[config.mk]
export PLATFORM = sky130hd
export DESIGN_NAME = alu_sequencer
export DESIGN_NICKNAME = d
export VERILOG_FILES = /design/src/rtl/alu_sequencer.sv
export SDC_FILE = /design/constraint.sdc
export NUM_CORES = 1
export LEC_CHECK = 0
export CAP_MARGIN = 30
export CORE_MARGIN = 1.5
export CORE_UTILIZATION = 37
export CTS_CLUSTER_SIZE = 12
export DETAILED_ROUTE_END_ITERATION = 8
export PLACE_DENSITY = 0.93
export SKIP_CTS_REPAIR_TIMING = 1
export SYNTH_ARGS = -nofsm -noshare
export SYNTH_HDL_FRONTEND = slang
export SYNTH_SLANG_ARGS = --single-unit
[constraint.sdc]
create_clock -name clock -period 3.41 [get_ports clock]
set_clock_uncertainty 0.2 [all_clocks]
set_input_delay 0.682 -clock clock [delete_from_list [all_inputs] [get_ports clock]]
set_output_delay 0.682 -clock clock [all_outputs]
set_load 0.05 [all_outputs]
[src/rtl/alu_sequencer.sv]
// alu_sequencer: multi-cycle control FSM for the CPU core.
// Walks each instruction through FETCH, DECODE, EXECUTE, MEM and WRITEBACK,
// driving the memory handshake, IR/MDR loads, register-file write, the
// writeback mux and the PC update controls.
// Optional feature: define SEQ_MEM_TIMEOUT_EN to abort a memory access that
// waits TIMEOUT_CYCLES consecutive cycles (HALT with a sticky bus_error).
// Without the macro, memory waits are unbounded and bus_error is tied 0.

module alu_sequencer #(
  parameter int unsigned TIMEOUT_CYCLES = 64
) (
  input  logic        clock,
  input  logic        reset,
  input  logic [15:0] instr,
  input  logic        mem_ready,
  input  logic        cond_true,
  output logic        mem_req,
  output logic        mem_we,
  output logic        mem_addr_sel,
  output logic        ir_load,
  output logic        mdr_load,
  output logic        reg_we,
  output logic [1:0]  wb_sel,
  output logic        pc_inc,
  output logic        pc_load,
  output logic        pc_src,
  output logic [2:0]  state,
  output logic        halted,
  output logic        bus_error
);

  typedef enum logic [2:0] {
    S_RST       = 3'd0,
    S_FETCH     = 3'd1,
    S_DECODE    = 3'd2,
    S_EXECUTE   = 3'd3,
    S_MEM       = 3'd4,
    S_WRITEBACK = 3'd5,
    S_HALT      = 3'd6
  } state_t;

  typedef enum logic [2:0] {
    CL_ALU,
    CL_LOAD,
    CL_STOR,
    CL_JAL,
    CL_JCOND,
    CL_BCOND
  } cls_t;

  localparam logic [1:0] WB_ALU  = 2'b00;
  localparam logic [1:0] WB_MDR  = 2'b01;
  localparam logic [1:0] WB_LINK = 2'b10;

  // Reject timeout values the 8-bit wait counter cannot represent.
  if (TIMEOUT_CYCLES < 2 || TIMEOUT_CYCLES > 255) begin : g_bad_timeout
    $error("alu_sequencer: TIMEOUT_CYCLES must be in 2..255");
  end

  state_t state_q, state_d;
  cls_t   cls_q, dec_cls;
  logic   taken_q;
  logic   timeout_hit;

  // Classify the opcode {instr[15:12], instr[7:4]} while the IR is stable.
  always_comb begin
    dec_cls = CL_ALU;
    if (instr[15:12] == 4'b0100) begin
      case (instr[7:4])
        4'b0000: dec_cls = CL_LOAD;
        4'b0100: dec_cls = CL_STOR;
        4'b1000: dec_cls = CL_JAL;
        4'b1100: dec_cls = CL_JCOND;
        default: dec_cls = CL_ALU;
      endcase
    end else if (instr[15:12] == 4'b1100) begin
      dec_cls = CL_BCOND;
    end
  end

  // State, instruction class and branch-taken registers.
  always_ff @(posedge clock or negedge reset) begin
    if (!reset) begin
      state_q <= S_RST;
      cls_q   <= CL_ALU;
      taken_q <= 1'b0;
    end else begin
      // NOTE: non-blocking assignments so every register here samples the
      // pre-edge values of the others, independent of statement order.
      state_q <= state_d;
      if (state_q == S_DECODE) begin
        cls_q <= dec_cls;
      end
      if (state_q == S_EXECUTE) begin
        case (cls_q)
          CL_BCOND, CL_JCOND: taken_q <= cond_true;
          CL_JAL:             taken_q <= 1'b1;
          default:            taken_q <= 1'b0;
        endcase
      end
    end
  end

`ifdef SEQ_MEM_TIMEOUT_EN
  logic [7:0] wait_cnt;
  logic       bus_err_q;
  logic       in_mem_phase;
  logic       mem_wait;

  assign in_mem_phase = (state_q == S_FETCH) || (state_q == S_MEM);
  assign mem_wait     = in_mem_phase && !mem_ready;
  // The counter holds the number of completed wait cycles, so the
  // TIMEOUT_CYCLES-th wait cycle is the one seeing TIMEOUT_CYCLES-1.
  assign timeout_hit  = mem_wait && (wait_cnt == 8'(TIMEOUT_CYCLES - 1));
  assign bus_error    = bus_err_q;

  // Consecutive-wait counter (zero outside memory phases) and sticky error.
  always_ff @(posedge clock or negedge reset) begin
    if (!reset) begin
      wait_cnt  <= 8'd0;
      bus_err_q <= 1'b0;
    end else begin
      if (!in_mem_phase) begin
        wait_cnt <= 8'd0;
      end else if (mem_wait) begin
        wait_cnt <= wait_cnt + 8'd1;
      end
      if (timeout_hit) begin
        bus_err_q <= 1'b1;
      end
    end
  end
`else
  assign timeout_hit = 1'b0;
  assign bus_error   = 1'b0;
`endif

  // Next-state logic and Moore outputs (ir_load/mdr_load follow mem_ready).
  always_comb begin
    // NOTE: every output and the next state get a default first, so no
    // branch of the case can leave one unassigned and infer a latch.
    state_d      = state_q;
    mem_req      = 1'b0;
    mem_we       = 1'b0;
    mem_addr_sel = 1'b0;
    ir_load      = 1'b0;
    mdr_load     = 1'b0;
    reg_we       = 1'b0;
    wb_sel       = WB_ALU;
    pc_inc       = 1'b0;
    pc_load      = 1'b0;
    pc_src       = 1'b0;
    halted       = 1'b0;
    case (state_q)
      S_RST: begin
        state_d = S_FETCH;
      end
      S_FETCH: begin
        mem_req = 1'b1;
        ir_load = mem_ready;
        if (mem_ready) begin
          state_d = S_DECODE;
        end else if (timeout_hit) begin
          state_d = S_HALT;
        end
      end
      S_DECODE: begin
        state_d = (instr == 16'h0000) ? S_HALT : S_EXECUTE;
      end
      S_EXECUTE: begin
        state_d = (cls_q == CL_LOAD || cls_q == CL_STOR) ? S_MEM : S_WRITEBACK;
      end
      S_MEM: begin
        mem_req      = 1'b1;
        mem_addr_sel = 1'b1;
        mem_we       = (cls_q == CL_STOR);
        mdr_load     = mem_ready;
        if (mem_ready) begin
          state_d = S_WRITEBACK;
        end else if (timeout_hit) begin
          state_d = S_HALT;
        end
      end
      S_WRITEBACK: begin
        state_d = S_FETCH;
        case (cls_q)
          CL_ALU: begin
            reg_we = 1'b1;
            wb_sel = WB_ALU;
            pc_inc = 1'b1;
          end
          CL_LOAD: begin
            reg_we = 1'b1;
            wb_sel = WB_MDR;
            pc_inc = 1'b1;
          end
          CL_STOR: begin
            pc_inc = 1'b1;
          end
          CL_BCOND: begin
            pc_load = taken_q;
            pc_inc  = !taken_q;
            pc_src  = 1'b0;
          end
          CL_JCOND: begin
            pc_load = taken_q;
            pc_inc  = !taken_q;
            pc_src  = 1'b1;
          end
          CL_JAL: begin
            reg_we  = 1'b1;
            wb_sel  = WB_LINK;
            pc_load = 1'b1;
            pc_src  = 1'b1;
          end
          default: begin
            pc_inc = 1'b1;
          end
        endcase
      end
      S_HALT: begin
        halted = 1'b1;
      end
      default: begin
        state_d = S_RST;
      end
    endcase
  end

  assign state = state_q;

endmodule

Word level (Yosys, flattened, before mapping)
Cells that the tools add are included.

Register bits: 7. Word-level logic and storage cells: 59.

Multiplexer cells: 25. Bitwise logic cells: 1. Reduce and logical (&&, ||, !) cells: 12. Equality and inequality tests: 18.

Operator list (count): case mux 3 bit (6 select lines) (1); zero test 16 bit (1); == test 3 bit, second input constant (5); two-way mux 3 bit (5); two-way mux 1 bit (13); == test 3 x 2 -> 1 bit, second input constant (4); == test 4 bit, second input constant (3); case mux 3 bit (4 select lines) (1); == test 4 x 3 -> 1 bit, second input constant (2); OR reduction 2 bit (4); == test 3 x 1 -> 1 bit, second input constant (2); zero test 3 bit (2); case mux 1 bit (2 select lines) (3); zero test 4 bit (1); inequality test 2 bit, second input constant (2); case mux 2 bit (2 select lines) (1); AND reduction 3 bit (1); OR reduction 3 bit (1); two-way mux 2 bit (1); zero test 1 bit (1); logical OR 1 bit (1); NOT 1 bit (1).

Depth between registers and ports, before layout
Gate-level depths: netlist of run 1.

Depth in word-level cells: 4. Depth in mapped cells: 5. Depth with buffers taken out: 4.

Least setup slack after synthesis of run 1
Ideal clock, no wire load.

Kind: reg2out. Start point: reg state_q[2] (netlist: state[2]). End point: out mem_we. Setup slack: -0.249 ns. Buffers on the path: 1. Data arrival time: 2.777 ns. Cell stages (with the launch flop): 4. Path through: dfrtp_1 buf_2 nor3b_1 and3b_1.

Longest elaborated chain between the ends: 2.

RTL lines: start, declared (RTL line 60) `state_t state_q, state_d;`; start signal, assigned (RTL line 90) `state_q <= state_d;`; == test 3 bit (RTL line 154) `case (state_q)`; two-way mux 1 bit (RTL line 154); end, declared (RTL line 18) `output logic mem_we,`.

Every way passes these cells.

Worst setup path in the final report of run 1
Start point: reg state_q[0] (netlist: state[0]). End point: out wb_sel[1].

Longest elaborated chain between the ends: 2.

RTL lines: == test 3 bit (RTL line 154); two-way mux 2 bit (RTL line 154); end, declared (RTL line 23) `output logic [1:0] wb_sel,`.

Every way passes these cells.

==> results of run 1 <==
[critical path, stage by stage (launching register included)]
cell and delay (ns):
dfrtp_1 0.56, nand3b_1 0.26, nor3_1 0.23, clkdlybuf4s50_1 0.82
[synth_stat cells (2+ instances only)]
| cell type | instances | area share (%) |
|---|---|---|
| and2_1 | 2 | 2.3 |
| nor2_1 | 11 | 7.4 |
| xnor2_1 | 3 | 4.7 |
| nand2_1 | 8 | 5.4 |
| nor3_1 | 5 | 4.5 |
| dfrtp_1 | 7 | 32 |
| nor2b_1 | 3 | 3.4 |
| a21oi_1 | 5 | 4.5 |
| o21ai_2 | 2 | 3.2 |
| inv_1 | 2 | 1.4 |
| nor4_1 | 3 | 3.4 |
| buf_2 | 2 | 1.8 |
[metal layers]
| layer | wire length [microns] | vias to the layer above |
|---|---|---|
| met3 | 98 | 4 |
| met2 | 697 | 31 |
| met4 | 17 | 0 |
| li1 | - | 312 |
| met5 | 0 | - |
| met1 | 462 | 271 |
[power breakdown]
group          internal [mW]  total [mW]  switching (mW)
logic                  0.182       0.456           0.274
clock network         0.0446      0.0752          0.0305
registers              0.117       0.187          0.0702
total                  0.344       0.718           0.374
[logic make-up (layout without fill, tap and decap cells)]
logic type             after synthesis  after routing  synth area share, %
XOR/XNOR                             3              3                4.741
AO/OA/AOI/OAI                       13             13                16.93
other                                1              1               0.6766
flip-flops                           7              7                31.60
buffers and inverters                5             40                4.516
AND/OR/NAND/NOR                     41             41                41.54
[per-stage QoR]
| step | cells | setup WS (ns) | instance area (sq um) |
|---|---|---|---|
| floorplan | 70 | 0.3051 | 565.5 |
| global placement | 116 | 0.4380 | 904.6 |
| detailed placement | 116 | 0.4296 | 904.6 |
| CTS | 120 | 0.3839 | 930.9 |
| global route | 120 | 0.2187 | 930.9 |
| finish | 120 | 0.4010 | 930.9 |
[registers in the layout (all words and copies together) (netlist names)]
register  count
cls_q         3
taken_q       1
state         3
[layout make-up]
cell class | instances | area (sq um) | share of cell area, %
Clock buffer | 4 | 26.28 | 2.823
Inverter | 2 | 7.507 | 0.8065
Multi-Input combinational cell | 58 | 365.4 | 39.25
Sequential cell | 7 | 175.2 | 18.82
Tap cell | 15 | 18.77 | 2.016
Timing Repair Buffer | 34 | 337.8 | 36.29
[how the worst max path moves through the flow]
stage                     startpoint   endpoint  slack, ns
after floorplan             state[0]     reg_we       0.31
after global placement     mem_ready   mdr_load       0.44
after detailed placement   mem_ready   mdr_load       0.43
after CTS                   state[0]  wb_sel[1]       0.38
after global routing        state[0]     reg_we       0.22
final                       state[0]  wb_sel[1]       0.40
==> flow_metrics.py, run 1 <==
metrics = {
    "setup_path": {
        "r2r-end": "cls_q[2]",
        "worstPathMaxFanout": 10,
        "endpoint_kind": "output pin",
        "r2r_slack_ns": 1.91,
        "crit_arrival_ns": 2.13,
        "path_class": "flop to output pin",
        "reg2reg_from": "state[1]",
        "startpoint_type": "flop",
        "required_ns": 2.53,
        "reg2reg_depth": 4,
    },
    "die": {
        "io_pins": 36,
        "fp.coreArea_sq_mm": 0.001350,
        "die_w_microns": 41.71,
        "die_h_microns": 41.71,
        "initial_core_util_pct": 41.06,
        "dieArea_sq_mm": 0.001739,
        "num_rows": 13,
    },
    "clock_tree": {
        "clkSlewWorstSetupHoldPaths_ns": 0.06,
        "numCtsBuffers": 3,
        "clock_latency_ns": 0.25,
        "clockBufferDepth": 2,
        "htreeDepth": 1,
        "cts_sinks": 7,
        "cts_tree": "built",
        "root_buffer": "clkbuf_4",
    },
    "routing": {
        "wl_microns": 1275,
        "dr.pass1.iters": 2,
        "wl_per_cell_microns": 10.63,
        "post-route-drc-count": 0,
        "routed-via-count": 618,
        "ant_nets": 0,
        "drt_iter0_drc": 1,
        "via_per_inst": 5.150,
    },
    "synthesis": {
        "ys_ff_latch": 7,
        "synth_edf_count": 0,
        "synth_cell_type_count": 29,
        "synth-main-ff-cell": "dfrtp_1",
        "seq_area_frac_synth_pct": 31.60,
        "syn_nets": 90,
        "syn_inst": 70,
        "netlist_area_sq_um": 554.3,
        "synthArstFlopShare_pct": 100.0,
        "syn_avg_cell_area_sq_um": 7.918,
        "synth_warnings": 0,
    },
    "worst_hold_path": {
        "hp-class": "flop to flop",
        "min_to": "taken_q",
        "holdPathStages": 2,
        "min-delay-start": "taken_q",
    },
    "sta": {
        "fin_crit_sh_pct": 88.24,
        "tns_ns": 0,
        "fin_crit_ns": 3.009,
        "rsz0062_at_grt": "false",
        "setup_viol_count_final": 0,
        "drv_slew": 0,
        "finalHoldViolCount": 0,
        "tightest_slew_ns": 0.4977,
        "slew_headroom_pct": 66.71,
        "fmax_ghz": 0.3323,
        "worst_hold_slack_ns": 0.3364,
    },
    "global_route": {
        "use_met3_pct": 3.043,
        "overflow": 0,
        "grt_pass1_wl_microns": 2318,
        "grt_pass1_vias": 581,
        "antenna_found_initial": 0,
        "track_usage_pct": 17.04,
        "use_met1_pct": 18.48,
        "gr-usage-met2_pct": 30.94,
        "busiest_layer": "met2",
        "grt_max_degree": 13,
    },
    "flow_run": {
        "drv_cap": 0,
    },
    "final_layout": {
        "fillers": 124,
        "area_growth_pct": 67.95,
        "final_cell_mix": "33 x clkdlybuf4s50_1, 11 x nor2_1, 8 x nand2_1",
        "final_common_cell": "clkdlybuf4s50_1",
        "drive_gt1_share_pct": 11.43,
        "diodes": 0,
        "fin_util_pct": 68.95,
        "final_nets": 126,
    },
    "power": {
        "power_leakage_nw": 0.3556,
        "irDropWorstVdd_mv": 0.5219,
        "power_uw": 718.5,
        "p_per_area_mw_per_mm2": 771.8,
    },
    "placement": {
        "dp_hpwl_microns": 1104,
        "portBuffers": 34,
        "place.gp.congestion": 0.7609,
    },
    "run_status": {
        "status": "finished clean",
    },
}
(Power assumes the default switching activity.)
==> run 2: changes to the inputs <==
--- a/config.mk
+++ b/config.mk
@@ -14,2 +14,3 @@
 export SKIP_CTS_REPAIR_TIMING = 1
+export SKIP_LAST_GASP = 1
 export SYNTH_ARGS = -nofsm -noshare
==> constraint.sdc (replaced) <==
create_clock -name clock -period 3.41 [get_ports clock]
set_clock_uncertainty 0.2 [all_clocks]
set_input_delay 0.341 -clock clock [delete_from_list [all_inputs] [get_ports clock]]
set_output_delay 0.341 -clock clock [all_outputs]
set_load 0.05 [all_outputs]
==> run 2 against run 1 <==
Net effect:
- non-clock buffer count unchanged
- critical path depth unchanged
- cell count unchanged
- routed wire length increased by 3.0%
- first-iteration DRC count grew to 4.0 times the previous value
- flip-flop and latch count unchanged
- die area unchanged
- final area shrank 0.94%
- combinational power is essentially flat
- critical endpoint is now wb_sel[0]
- total power fell by 0.39%
- largest power group unchanged
- critical path type unchanged
- global-route usage up 0.96 points
==> flow_metrics.py, run 2 (synthesized netlist as in run 1, its figures left out) <==
metrics = {
    "sta": {
        "tns_ns": 0,
        "slew_headroom_pct": 66.02,
        "fin_crit_sh_pct": 79.11,
        "rsz0062_at_grt": "false",
        "tightest_slew_ns": 0.5081,
        "fin_crit_ns": 2.698,
        "drv_slew": 0,
        "fmax_ghz": 0.3707,
        "finalHoldViolCount": 0,
        "setup_viol_count_final": 0,
    },
    "clock_tree": {
        "numCtsBuffers": 3,
        "cts_sinks": 7,
        "cts_tree": "built",
        "htreeDepth": 1,
        "clkSlewWorstSetupHoldPaths_ns": 0.05,
        "clock_latency_ns": 0.24,
        "root_buffer": "clkbuf_4",
        "clockBufferDepth": 2,
    },
    "routing": {
        "dr.pass1.iters": 2,
        "via_per_inst": 4.992,
        "drt_iter0_drc": 4,
        "wl_met3_microns": 76,
        "highest_layer": "met4",
        "wl_met2_microns": 688,
        "ant_nets": 0,
        "routed-via-count": 599,
        "wl_microns": 1313,
        "post-route-drc-count": 0,
        "wl_per_cell_microns": 10.94,
        "met1_length_microns": 528,
    },
    "power": {
        "p_per_area_mw_per_mm2": 776.1,
        "power_leakage_nw": 0.3521,
        "irDropWorstVdd_mv": 0.4169,
        "power_uw": 715.7,
    },
    "setup_path": {
        "path_class": "flop to output pin",
        "required_ns": 2.87,
        "critPathBufInv": 1,
        "startpoint_type": "flop",
        "endpoint_kind": "output pin",
        "slowest_delay_ns": 0.85,
        "path_delay_family": "buffers and inverters",
        "crit_arrival_ns": 2.16,
        "cpMaxStageDelayCell": "clkdlybuf4s50_1",
        "path_cells": "nand3b_1 > nor4_1 > clkdlybuf4s50_1",
        "worstPathMaxFanout": 10,
    },
    "global_route": {
        "track_usage_pct": 18.01,
        "overflow": 0,
        "antenna_found_initial": 0,
        "grt_max_degree": 13,
        "grt_pass1_vias": 598,
        "grt_pass1_wl_microns": 2408,
    },
    "final_layout": {
        "diodes": 0,
        "final_common_cell": "clkdlybuf4s50_1",
        "drive_gt1_share_pct": 8.571,
        "area_growth_pct": 66.37,
        "final_cell_mix": "34 x clkdlybuf4s50_1, 11 x nor2_1, 8 x nand2_1",
        "final_nets": 126,
    },
    "flow_run": {
        "drv_cap": 0,
    },
    "run_status": {
        "status": "finished clean",
    },
    "die": {
        "initial_core_util_pct": 41.06,
        "io_pins": 36,
        "fp.coreArea_sq_mm": 0.001350,
        "die_h_microns": 41.71,
        "num_rows": 13,
        "dieArea_sq_mm": 0.001739,
        "die_w_microns": 41.71,
    },
    "worst_hold_path": {
        "hp-class": "input pin to async pin",
    },
    "placement": {
        "dp_hpwl_microns": 1142,
        "portBuffers": 34,
        "place.gp.congestion": 0.8187,
    },
}
run 2: cell types whose count changed in the layout (fill, tap and decap cells not counted), sizes merged:
cell | previous run | this run
clkdlybuf4s50 | 33 | 34
buf | 1 | 0
run 2: worst paths after layout:
check,startpoint,endpoint,slack (ns),depth (start not counted)
worst max-delay path,state[0],wb_sel[0],0.71,3
max in group asynchronous,reset,state[0],2.60,1
worst min register to register,taken_q,taken_q,0.36,2
min in group clock,taken_q,taken_q,0.36,2
worst max register to register,state[0],state[0],1.87,4
worst min-delay path,reset,state[1],0.16,1
run 2: power by group:
part | switching [mW] | internal, mW
registers | 0.0689 | 0.117
logic | 0.275 | 0.182
clock network | 0.0276 | 0.0445
total | 0.372 | 0.344
run 2: cell type report:
type | instances | area (sq um)
fill | 118 | 427.9
sequential | 7 | 175.2
multi-input combinational | 58 | 354.1
clock buffer | 4 | 26.28
tap | 15 | 18.77
inverter | 2 | 7.507
timing repair buffer | 34 | 340.3
run 2: stage by stage:
step	utilization [%]	instance area, sq um	worst slack (ns)	std cells	hold slack, ns
2_1_floorplan	-	554.3	0.09241	70	-0.1546
3_3_place_gp	66.36	895.9	1.023	116	0.3094
3_5_place_dp	66.36	895.9	0.9659	116	0.3605
4_1_cts	68.30	922.1	0.6962	120	0.1624
5_1_grt	68.30	922.1	0.5736	120	0.1781
6_report	68.30	922.1	0.7125	120	0.1619
run 2: per-layer routing:
metal / up-vias / global-route usage (%)
met2: 29 / 33.13
met3: 2 / 3.913
met1: 255 / 18.65
met5: - / 0
met4: 0 / 9.677
li1: 313 / -
